==> config.mk <==
export PLATFORM = sky130hd
export DESIGN_NAME = dgs_fault_sequencer
export DESIGN_NICKNAME = d
export VERILOG_FILES = /design/src/rtl/dgs_pkg.sv /design/src/rtl/dgs_fault_sequencer_rr_pick.sv /design/src/rtl/dgs_fault_sequencer.sv
export SDC_FILE = /design/constraint.sdc
export NUM_CORES = 1
export LEC_CHECK = 0
export ABC_AREA = 1
export CORE_ASPECT_RATIO = 0.8
export CORE_MARGIN = 2
export CORE_UTILIZATION = 51
export DETAILED_ROUTE_END_ITERATION = 8
export PLACE_DENSITY = 0.82
export SLEW_MARGIN = 10
export SYNTH_ARGS = -nofsm -noshare
export SYNTH_HDL_FRONTEND = slang
export SYNTH_SLANG_ARGS = --single-unit
==> constraint.sdc <==
create_clock -name i_clk -period 3.07 [get_ports i_clk]
set_input_delay 0.614 -clock i_clk [delete_from_list [all_inputs] [get_ports i_clk]]
set_output_delay 0.614 -clock i_clk [all_outputs]
set_load 0.02 [all_outputs]
==> src/rtl/dgs_pkg.sv <==
// Shared definitions for the diagnostic sequencer and the blink driver.
// Both sides derive frame timing from these helpers, so their period counters agree.
package dgs_pkg;

  typedef enum logic [1:0] {
    ST_IDLE = 2'd0,
    ST_SHOW = 2'd1,
    ST_GAP  = 2'd2
  } dgs_state_e;

  function automatic int unsigned period_cycles(input int unsigned freq_hz,
                                                input int unsigned period_us);
    return (freq_hz / 32'd1_000_000) * period_us;
  endfunction

  function automatic int unsigned pulse_cycles(input int unsigned freq_hz,
                                               input int unsigned pulse_us);
    return (freq_hz / 32'd1_000_000) * pulse_us;
  endfunction

  function automatic int unsigned quant_cnt(input int unsigned period_us,
                                            input int unsigned pulse_us);
    return (period_us / pulse_us) / 32'd2;
  endfunction

  // Fault idx i blinks (i+2) pulses: the low (i+2) slots are set.
  function automatic logic [31:0] code_mask(input int unsigned idx);
    return (32'd1 << (idx + 32'd2)) - 32'd1;
  endfunction

endpackage

==> src/rtl/dgs_fault_sequencer_rr_pick.sv <==
// Combinational round-robin finder: first set bit strictly after i_start, wrapping,
// so i_start itself is only chosen when it is the sole set bit.
module dgs_rr_pick #(
  parameter int N     = 4,
  parameter int IDX_W = 2
) (
  input  logic [N-1:0]     i_vec,
  input  logic [IDX_W-1:0] i_start,
  output logic [IDX_W-1:0] o_idx,
  output logic             o_found
);

  logic [IDX_W-1:0] w_pos;

  // Scan from the farthest offset down so the nearest hit is the one that sticks.
  always_comb begin
    o_idx   = '0;
    o_found = 1'b0;
    w_pos   = '0;
    for (int k = N; k >= 1; k--) begin
      w_pos = IDX_W'((int'(i_start) + k) % N);
      if (i_vec[w_pos]) begin
        o_idx   = w_pos;
        o_found = 1'b1;
      end
    end
  end

endmodule

==> src/rtl/dgs_fault_sequencer.sv <==
// Latches fault events into sticky flags and presents one blink code per frame,
// walking active faults round-robin with a blank frame between codes.
module dgs_fault_sequencer
  import dgs_pkg::*;
#(
  parameter int unsigned FREQ_HZ   = 100_000_000,
  parameter int unsigned PERIOD_US = 1_000_000,
  parameter int unsigned PULSE_US  = 100_000,
  parameter int unsigned N_FAULTS  = 4,
  parameter int unsigned REPEAT    = 3,
  parameter logic [31:0] IDLE_MASK = 32'h0000_0001,
  localparam int unsigned QUANT_CNT = quant_cnt(PERIOD_US, PULSE_US),
  localparam int IDX_W = (N_FAULTS > 1) ? $clog2(N_FAULTS) : 1
) (
  input  logic                 i_clk,
  input  logic                 i_rst_n,
  input  logic [N_FAULTS-1:0]  i_fault,
  input  logic                 i_clr,
  output logic [QUANT_CNT-1:0] o_mask,
  output logic                 o_active,
  output logic [IDX_W-1:0]     o_cur_idx,
  output logic [N_FAULTS-1:0]  o_sticky
);

  // state   | meaning
  // IDLE    | no fault latched, heartbeat mask shown
  // SHOW    | code of fault r_idx shown, r_rep frames already done
  // GAP     | one blank frame before the next code or return to idle

  localparam int unsigned PERIOD = period_cycles(FREQ_HZ, PERIOD_US);
  localparam int TMR_W = (PERIOD > 1) ? $clog2(PERIOD) : 1;
  localparam int REP_W = (REPEAT > 1) ? $clog2(REPEAT) : 1;
  localparam logic [TMR_W-1:0]     TMR_LAST  = TMR_W'(PERIOD - 1);
  localparam logic [REP_W-1:0]     REP_LAST  = REP_W'(REPEAT - 1);
  localparam logic [IDX_W-1:0]     IDX_LAST  = IDX_W'(N_FAULTS - 1);
  localparam logic [QUANT_CNT-1:0] MASK_IDLE = IDLE_MASK[QUANT_CNT-1:0];

  logic [TMR_W-1:0]     r_tmr;
  logic [N_FAULTS-1:0]  r_sticky;
  dgs_state_e           r_state;
  logic [IDX_W-1:0]     r_idx;
  logic [REP_W-1:0]     r_rep;
  logic [QUANT_CNT-1:0] r_mask;
  logic                 r_active;
  logic [IDX_W-1:0]     r_cur_idx;

  logic                 w_tick;
  logic [IDX_W-1:0]     w_start;
  logic [IDX_W-1:0]     w_pick_idx;
  logic                 w_pick_found;
  logic [QUANT_CNT-1:0] w_code;

  // Down-counter loaded with PERIOD-1 at reset: the terminal count lands on the same
  // cycle as an up-counter 0..PERIOD-1, keeping frames aligned with the blink driver.
  assign w_tick = (r_tmr == '0);

  // Starting the search at the last index makes idle pick the lowest set bit.
  assign w_start = (r_state == ST_GAP) ? r_idx : IDX_LAST;
  assign w_code  = QUANT_CNT'(code_mask(32'(w_pick_idx)));

  dgs_rr_pick #(
    .N     (N_FAULTS),
    .IDX_W (IDX_W)
  ) u_pick (
    .i_vec   (r_sticky),
    .i_start (w_start),
    .o_idx   (w_pick_idx),
    .o_found (w_pick_found)
  );

  always_ff @(posedge i_clk) begin
    if (!i_rst_n) begin
      r_tmr     <= TMR_LAST;
      r_sticky  <= '0;
      r_state   <= ST_IDLE;
      r_idx     <= '0;
      r_rep     <= '0;
      r_mask    <= MASK_IDLE;
      r_active  <= 1'b0;
      r_cur_idx <= '0;
    end else begin
      r_sticky <= (i_clr ? '0 : r_sticky) | i_fault;
      r_tmr    <= w_tick ? TMR_LAST : r_tmr - 1'b1;
      if (w_tick) begin
        case (r_state)
          ST_SHOW: begin
            if ((r_rep < REP_LAST) && r_sticky[r_idx]) begin
              r_rep <= r_rep + 1'b1;
            end else begin
              r_state   <= ST_GAP;
              r_mask    <= '0;
              r_active  <= 1'b0;
              r_cur_idx <= '0;
            end
          end
          default: begin
            if (w_pick_found) begin
              r_state   <= ST_SHOW;
              r_idx     <= w_pick_idx;
              r_rep     <= '0;
              r_mask    <= w_code;
              r_active  <= 1'b1;
              r_cur_idx <= w_pick_idx;
            end else begin
              r_state   <= ST_IDLE;
              r_rep     <= '0;
              r_mask    <= MASK_IDLE;
              r_active  <= 1'b0;
              r_cur_idx <= '0;
            end
          end
        endcase
      end
    end
  end

  assign o_mask    = r_mask;
  assign o_active  = r_active;
  assign o_cur_idx = r_cur_idx;
  assign o_sticky  = r_sticky;

endmodule
==> metrics.txt <==
# TYPE chip_impl_metric gauge
chip_impl_metric{name="finalWirelength",unit="microns"} 4530
chip_impl_metric{name="initialDrtViolationCount",unit=""} 131
chip_impl_metric{name="setup-tns-final",unit="ns"} 0
chip_impl_metric{name="internal-power",unit="uW"} 850
chip_impl_metric{name="drv_cap",unit=""} 0
chip_impl_metric{name="final_layout_size_suffix_gt1_frac",unit=""} 0.118
chip_impl_metric{name="ys_seq_elements",unit=""} 44
chip_impl_info{name="post-synth-top-area-cell",value="sky130_fd_sc_hd__dfxtp_1"} 1
chip_impl_metric{name="synth_nets",unit=""} 324
chip_impl_metric{name="timing.reg2reg.worst_path_depth",unit=""} 12
chip_impl_metric{name="die_footprint",unit="sq mm"} 0.00490
chip_impl_info{name="yosys-top-cells-count",value="sky130_fd_sc_hd__nand2_1, sky130_fd_sc_hd__dfxtp_1, sky130_fd_sc_hd__inv_1"} 1
chip_impl_metric{name="top_area_cell_type_share_of_the_netlist_area",unit=""} 0.397
chip_impl_metric{name="yosys_warnings",unit=""} 0
chip_impl_metric{name="cts.htree.levels",unit=""} 2
chip_impl_metric{name="reg2reg_slack",unit="ns"} 1.12
chip_impl_metric{name="synth-edff-count",unit=""} 0
chip_impl_metric{name="worst_clock_skew",unit="ns"} 0.00442
chip_impl_metric{name="multi_input_area",unit="sq mm"} 0.00116
chip_impl_metric{name="grt.overflow.total",unit=""} 0
chip_impl_metric{name="layout.nets",unit=""} 346
chip_impl_info{name="dominantRegCellSynth",value="sky130_fd_sc_hd__dfxtp_1"} 1
chip_impl_metric{name="number_of_antenna_violations_at_the_first_check_in_global_routing",unit=""} 0
chip_impl_info{name="critPathLaunchType",value="flop"} 1
chip_impl_metric{name="seqCellArea",unit="sq um"} 881
chip_impl_metric{name="final_max_slew_viol_count",unit=""} 0
chip_impl_metric{name="yosysUniqueCellTypes",unit=""} 34
chip_impl_metric{name="muxShareOfSynthArea",unit=""} 0
chip_impl_metric{name="syn_area_per_cell",unit="sq um"} 7.02
chip_impl_metric{name="finalWorstSetupSlack",unit="ns"} 1.10
chip_impl_info{name="cpLargestDelayFamily",value="buffers and inverters"} 1
chip_impl_metric{name="die_height",unit="microns"} 63.0
chip_impl_metric{name="buffers_and_inverters_on_the_worst_path",unit=""} 1
chip_impl_metric{name="fin_cells",unit=""} 396
chip_impl_metric{name="clk_path_buf_depth",unit=""} 2
chip_impl_metric{name="clkTransAtPathRegs",unit="ns"} 0.09
chip_impl_info{name="holdPathEnd",value="r_tmr[0]"} 1
chip_impl_info{name="crit-reg2reg-capture",value="o_mask[2]"} 1
chip_impl_metric{name="largest_net_degree_at_the_start_of_global_routing",unit=""} 16
chip_impl_metric{name="tightest_slew",unit="ns"} 0.692
chip_impl_metric{name="data_required_critical_path",unit="ns"} 2.46
chip_impl_metric{name="die-width",unit="microns"} 77.8
chip_impl_metric{name="global_route_wire_length_before_repair",unit="microns"} 8120
chip_impl_metric{name="vdd_drop_max",unit="uV"} 389
chip_impl_metric{name="powerDensity",unit="mW/mm^2"} 428
chip_impl_metric{name="initial_core_util",unit=""} 0.531
chip_impl_metric{name="std_cell_rows",unit=""} 21
chip_impl_metric{name="clock_share_of_power",unit=""} 0.407
chip_impl_info{name="setup.worst_path.class",value="reg -> out"} 1
chip_impl_metric{name="detailedPlace.worstSlack",unit="ns"} 0.846
chip_impl_metric{name="switching_share",unit=""} 0.228
chip_impl_metric{name="final-setup-viol-count",unit=""} 0
chip_impl_info{name="post_synth_main_area_contributors",value="sky130_fd_sc_hd__dfxtp_1, sky130_fd_sc_hd__nand2_1, sky130_fd_sc_hd__a21oi_1, sky130_fd_sc_hd__inv_1, sky130_fd_sc_hd__nor2_1"} 1
chip_impl_metric{name="final_min_period_over_clock_period",unit=""} 0.642
chip_impl_metric{name="cts_repair_resize_count",unit=""} 0
chip_impl_info{name="min_from",value="r_tmr[0]"} 1
chip_impl_metric{name="num-fill-cells",unit=""} 365
chip_impl_metric{name="crit_fanout",unit=""} 4
chip_impl_metric{name="io_buffer_count",unit=""} 18
chip_impl_metric{name="post-place-cells",unit=""} 388
chip_impl_metric{name="via_count",unit=""} 2024
chip_impl_metric{name="avgRoutedWirePerCell",unit="microns"} 11.4
chip_impl_metric{name="area_delta_synth_final",unit="%"} 15.9
chip_impl_info{name="cts_tree",value="built"} 1
chip_impl_metric{name="hold-path-cell-count",unit=""} 1
chip_impl_metric{name="dr.pass1.iters",unit=""} 4
chip_impl_info{name="worstPathCellList",value="clkdlybuf4s50_1"} 1
chip_impl_metric{name="post_synth_inst_count",unit=""} 316
chip_impl_metric{name="post_synthesis_sequential_area_ratio",unit=""} 0.397
chip_impl_metric{name="post_synth_and_or_nand_nor_area_fraction",unit=""} 0.373
chip_impl_info{name="r2r-start",value="r_state[1]"} 1
chip_impl_metric{name="cts-buffers-inserted",unit=""} 5
chip_impl_metric{name="clk-insertion-delay-late",unit="ns"} 0.30
chip_impl_metric{name="grt_use_total",unit=""} 0.205
chip_impl_metric{name="via_count_of_the_first_global_routing_pass",unit=""} 1843
chip_impl_metric{name="critPathArrivalTime",unit="ns"} 1.36
chip_impl_metric{name="synthArstFlopShare",unit=""} 0
chip_impl_info{name="grt_setup_unrepaired",value="no"} 1
chip_impl_metric{name="placeableCoreArea",unit="sq mm"} 0.00418
chip_impl_metric{name="timing_hold_violations_final",unit=""} 0
chip_impl_info{name="synthMostInstantiatedCell",value="sky130_fd_sc_hd__nand2_1"} 1
chip_impl_metric{name="layout_min_cycle_time",unit="ns"} 1.97
chip_impl_metric{name="hpwl_after_dpl",unit="microns"} 3440
chip_impl_info{name="hold_path_class",value="reg -> reg"} 1
chip_impl_info{name="outcome",value="completed"} 1
chip_impl_metric{name="post-route-util",unit=""} 0.616
chip_impl_metric{name="synthAdderAreaFrac",unit=""} 0.00564
chip_impl_metric{name="cts_hold_buffers",unit=""} 0
chip_impl_metric{name="timing.max_slew.rel_slack",unit=""} 0.536
chip_impl_metric{name="tritoncts_num_sinks",unit=""} 44
chip_impl_info{name="synth_top_family_by_area",value="simple AND/OR/NAND/NOR gates"} 1
chip_impl_metric{name="static_leak",unit="nW"} 1.05
chip_impl_metric{name="power_switching",unit="uW"} 251
chip_impl_metric{name="postRouteAntennaNets",unit=""} 0
chip_impl_metric{name="place_congestion",unit=""} 0.872
chip_impl_metric{name="cp_slowest_stage_delay",unit="ns"} 0.64
chip_impl_metric{name="cts_setup_buffers",unit=""} 0
chip_impl_metric{name="antenna-diode-count",unit=""} 0
chip_impl_metric{name="combinationalPowerShare",unit=""} 0.063
chip_impl_metric{name="synth_compound_area_frac",unit=""} 0.107
chip_impl_info{name="clk_root_buffer_cell",value="sky130_fd_sc_hd__clkbuf_8"} 1
chip_impl_info{name="critical_path.endpoint_type",value="output port"} 1
chip_impl_metric{name="synth_xor_xnor_area_share",unit=""} 0.0355
chip_impl_metric{name="io-pin-count",unit=""} 19
chip_impl_metric{name="drt-vias-per-instance",unit=""} 5.11
chip_impl_metric{name="max_clock_freq",unit="MHz"} 508
chip_impl_metric{name="drcViolationCount",unit=""} 0
chip_impl_info{name="worst_path_max_delay_cell",value="sky130_fd_sc_hd__clkdlybuf4s50_1"} 1
chip_impl_metric{name="synthesis.area",unit="sq mm"} 0.00222
chip_impl_metric{name="p_seq_frac",unit=""} 0.530
[registers in the layout, summed over array words and instances, names as in the netlist]
| signal | count |
|---|---|
| r_rep | 2 |
| r_tmr | 27 |
| o_mask | 5 |
| r_idx | 2 |
| r_state | 2 |
| o_sticky | 4 |
| o_cur_idx | 2 |
[per-stage QoR]
step | power [mW] | hold WS (ns) | cell area [sq um]
2_1_floorplan | 0.640 | 0.366 | 2220
3_3_place_gp | 0.664 | 0.375 | 2460
3_5_place_dp | 0.666 | 0.378 | 2460
4_1_cts | 1.11 | 0.400 | 2570
5_1_grt | 1.15 | 0.413 | 2570
6_report | 1.10 | 0.399 | 2570
[how the worst max path moves through the flow]
| stage | depth (start not counted) | startpoint | to | slack, ns |
|---|---|---|---|---|
| after global routing | 12 | r_state[1] | o_mask[2] | 0.89 |
| after global placement | 7 | i_rst_n | r_tmr[5] | 0.89 |
| after detailed placement | 7 | i_rst_n | r_tmr[21] | 0.85 |
| final | 1 | o_sticky[2] | o_sticky[2] | 1.10 |
| after CTS | 1 | o_sticky[2] | o_sticky[2] | 1.09 |
| after floorplan | 13 | r_tmr[0] | r_tmr[23] | 1.43 |
[cell families (layout without fill, tap and decap cells)]
| family | after synthesis | count (layout) |
|---|---|---|
| AND/OR/NAND/NOR | 171 | 171 |
| buffers and inverters | 47 | 70 |
| AO/OA/AOI/OAI | 44 | 44 |
| flip-flops | 44 | 44 |
| XOR/XNOR | 9 | 9 |
| adder cells (fa/ha/maj) | 1 | 1 |
[worst reg2reg max path: stages, from the launching register on]
cell	delay (ns)
sky130_fd_sc_hd__dfxtp_1	0.58
sky130_fd_sc_hd__nand3_2	0.24
sky130_fd_sc_hd__nand2_1	0.11
sky130_fd_sc_hd__nand2_1	0.09
sky130_fd_sc_hd__inv_1	0.08
sky130_fd_sc_hd__nand2_1	0.06
sky130_fd_sc_hd__nand3b_1	0.16
sky130_fd_sc_hd__nand2_2	0.15
sky130_fd_sc_hd__inv_2	0.06
sky130_fd_sc_hd__nand2_2	0.09
sky130_fd_sc_hd__nand2_1	0.06
sky130_fd_sc_hd__nor2_1	0.12
sky130_fd_sc_hd__nor2_1	0.05
[layout by cell type (no fill, tap or decap), types with 2 or more instances in the layout]
cell / n
sky130_fd_sc_hd__o21ai_1: 2
sky130_fd_sc_hd__nor4_1: 2
sky130_fd_sc_hd__inv_2: 7
sky130_fd_sc_hd__a21oi_1: 27
sky130_fd_sc_hd__inv_1: 36
sky130_fd_sc_hd__dfxtp_1: 44
sky130_fd_sc_hd__nand3b_1: 2
sky130_fd_sc_hd__nand4_1: 13
sky130_fd_sc_hd__nor2_2: 6
sky130_fd_sc_hd__xor2_1: 8
sky130_fd_sc_hd__nor3_2: 2
sky130_fd_sc_hd__nor2_4: 5
sky130_fd_sc_hd__nand2_1: 80
sky130_fd_sc_hd__nor3_1: 2
sky130_fd_sc_hd__nand3_2: 2
sky130_fd_sc_hd__nand3_1: 15
sky130_fd_sc_hd__o21ai_0: 10
sky130_fd_sc_hd__nor2_1: 33
sky130_fd_sc_hd__nand2_2: 4
sky130_fd_sc_hd__clkbuf_8: 5
sky130_fd_sc_hd__clkdlybuf4s50_1: 18
[area by class of cell]
cell class              instances  area share
multi-input cells             225       0.449
flip-flops and latches         44       0.342
repair buffers                 19      0.0730
inverters                      43      0.0627
well taps                      57      0.0277
clock buffers                   5      0.0268
clock inverters                 3      0.0180
[layer usage]
| layer | vias up | global-route usage | share of wire |
|---|---|---|---|
| met5 | - | 0 | 0 |
| li1 | 1064 | - | - |
| met2 | 42 | 0.311 | 0.43 |
| met4 | 0 | 0.0670 | 0.011 |
| met3 | 4 | 0.0434 | 0.049 |
| met1 | 914 | 0.289 | 0.51 |
[power by group through the flow]
stage               sequential [mW]  clock [mW]  combinational (mW)
floorplan                     0.599           0              0.0409
global placement              0.597           0              0.0670
detailed placement            0.597           0              0.0688
CTS                           0.583       0.459              0.0692
global route                  0.584       0.489              0.0776
finish                        0.583       0.449              0.0692
No activity file was read; power rests on OpenSTA's default activity.
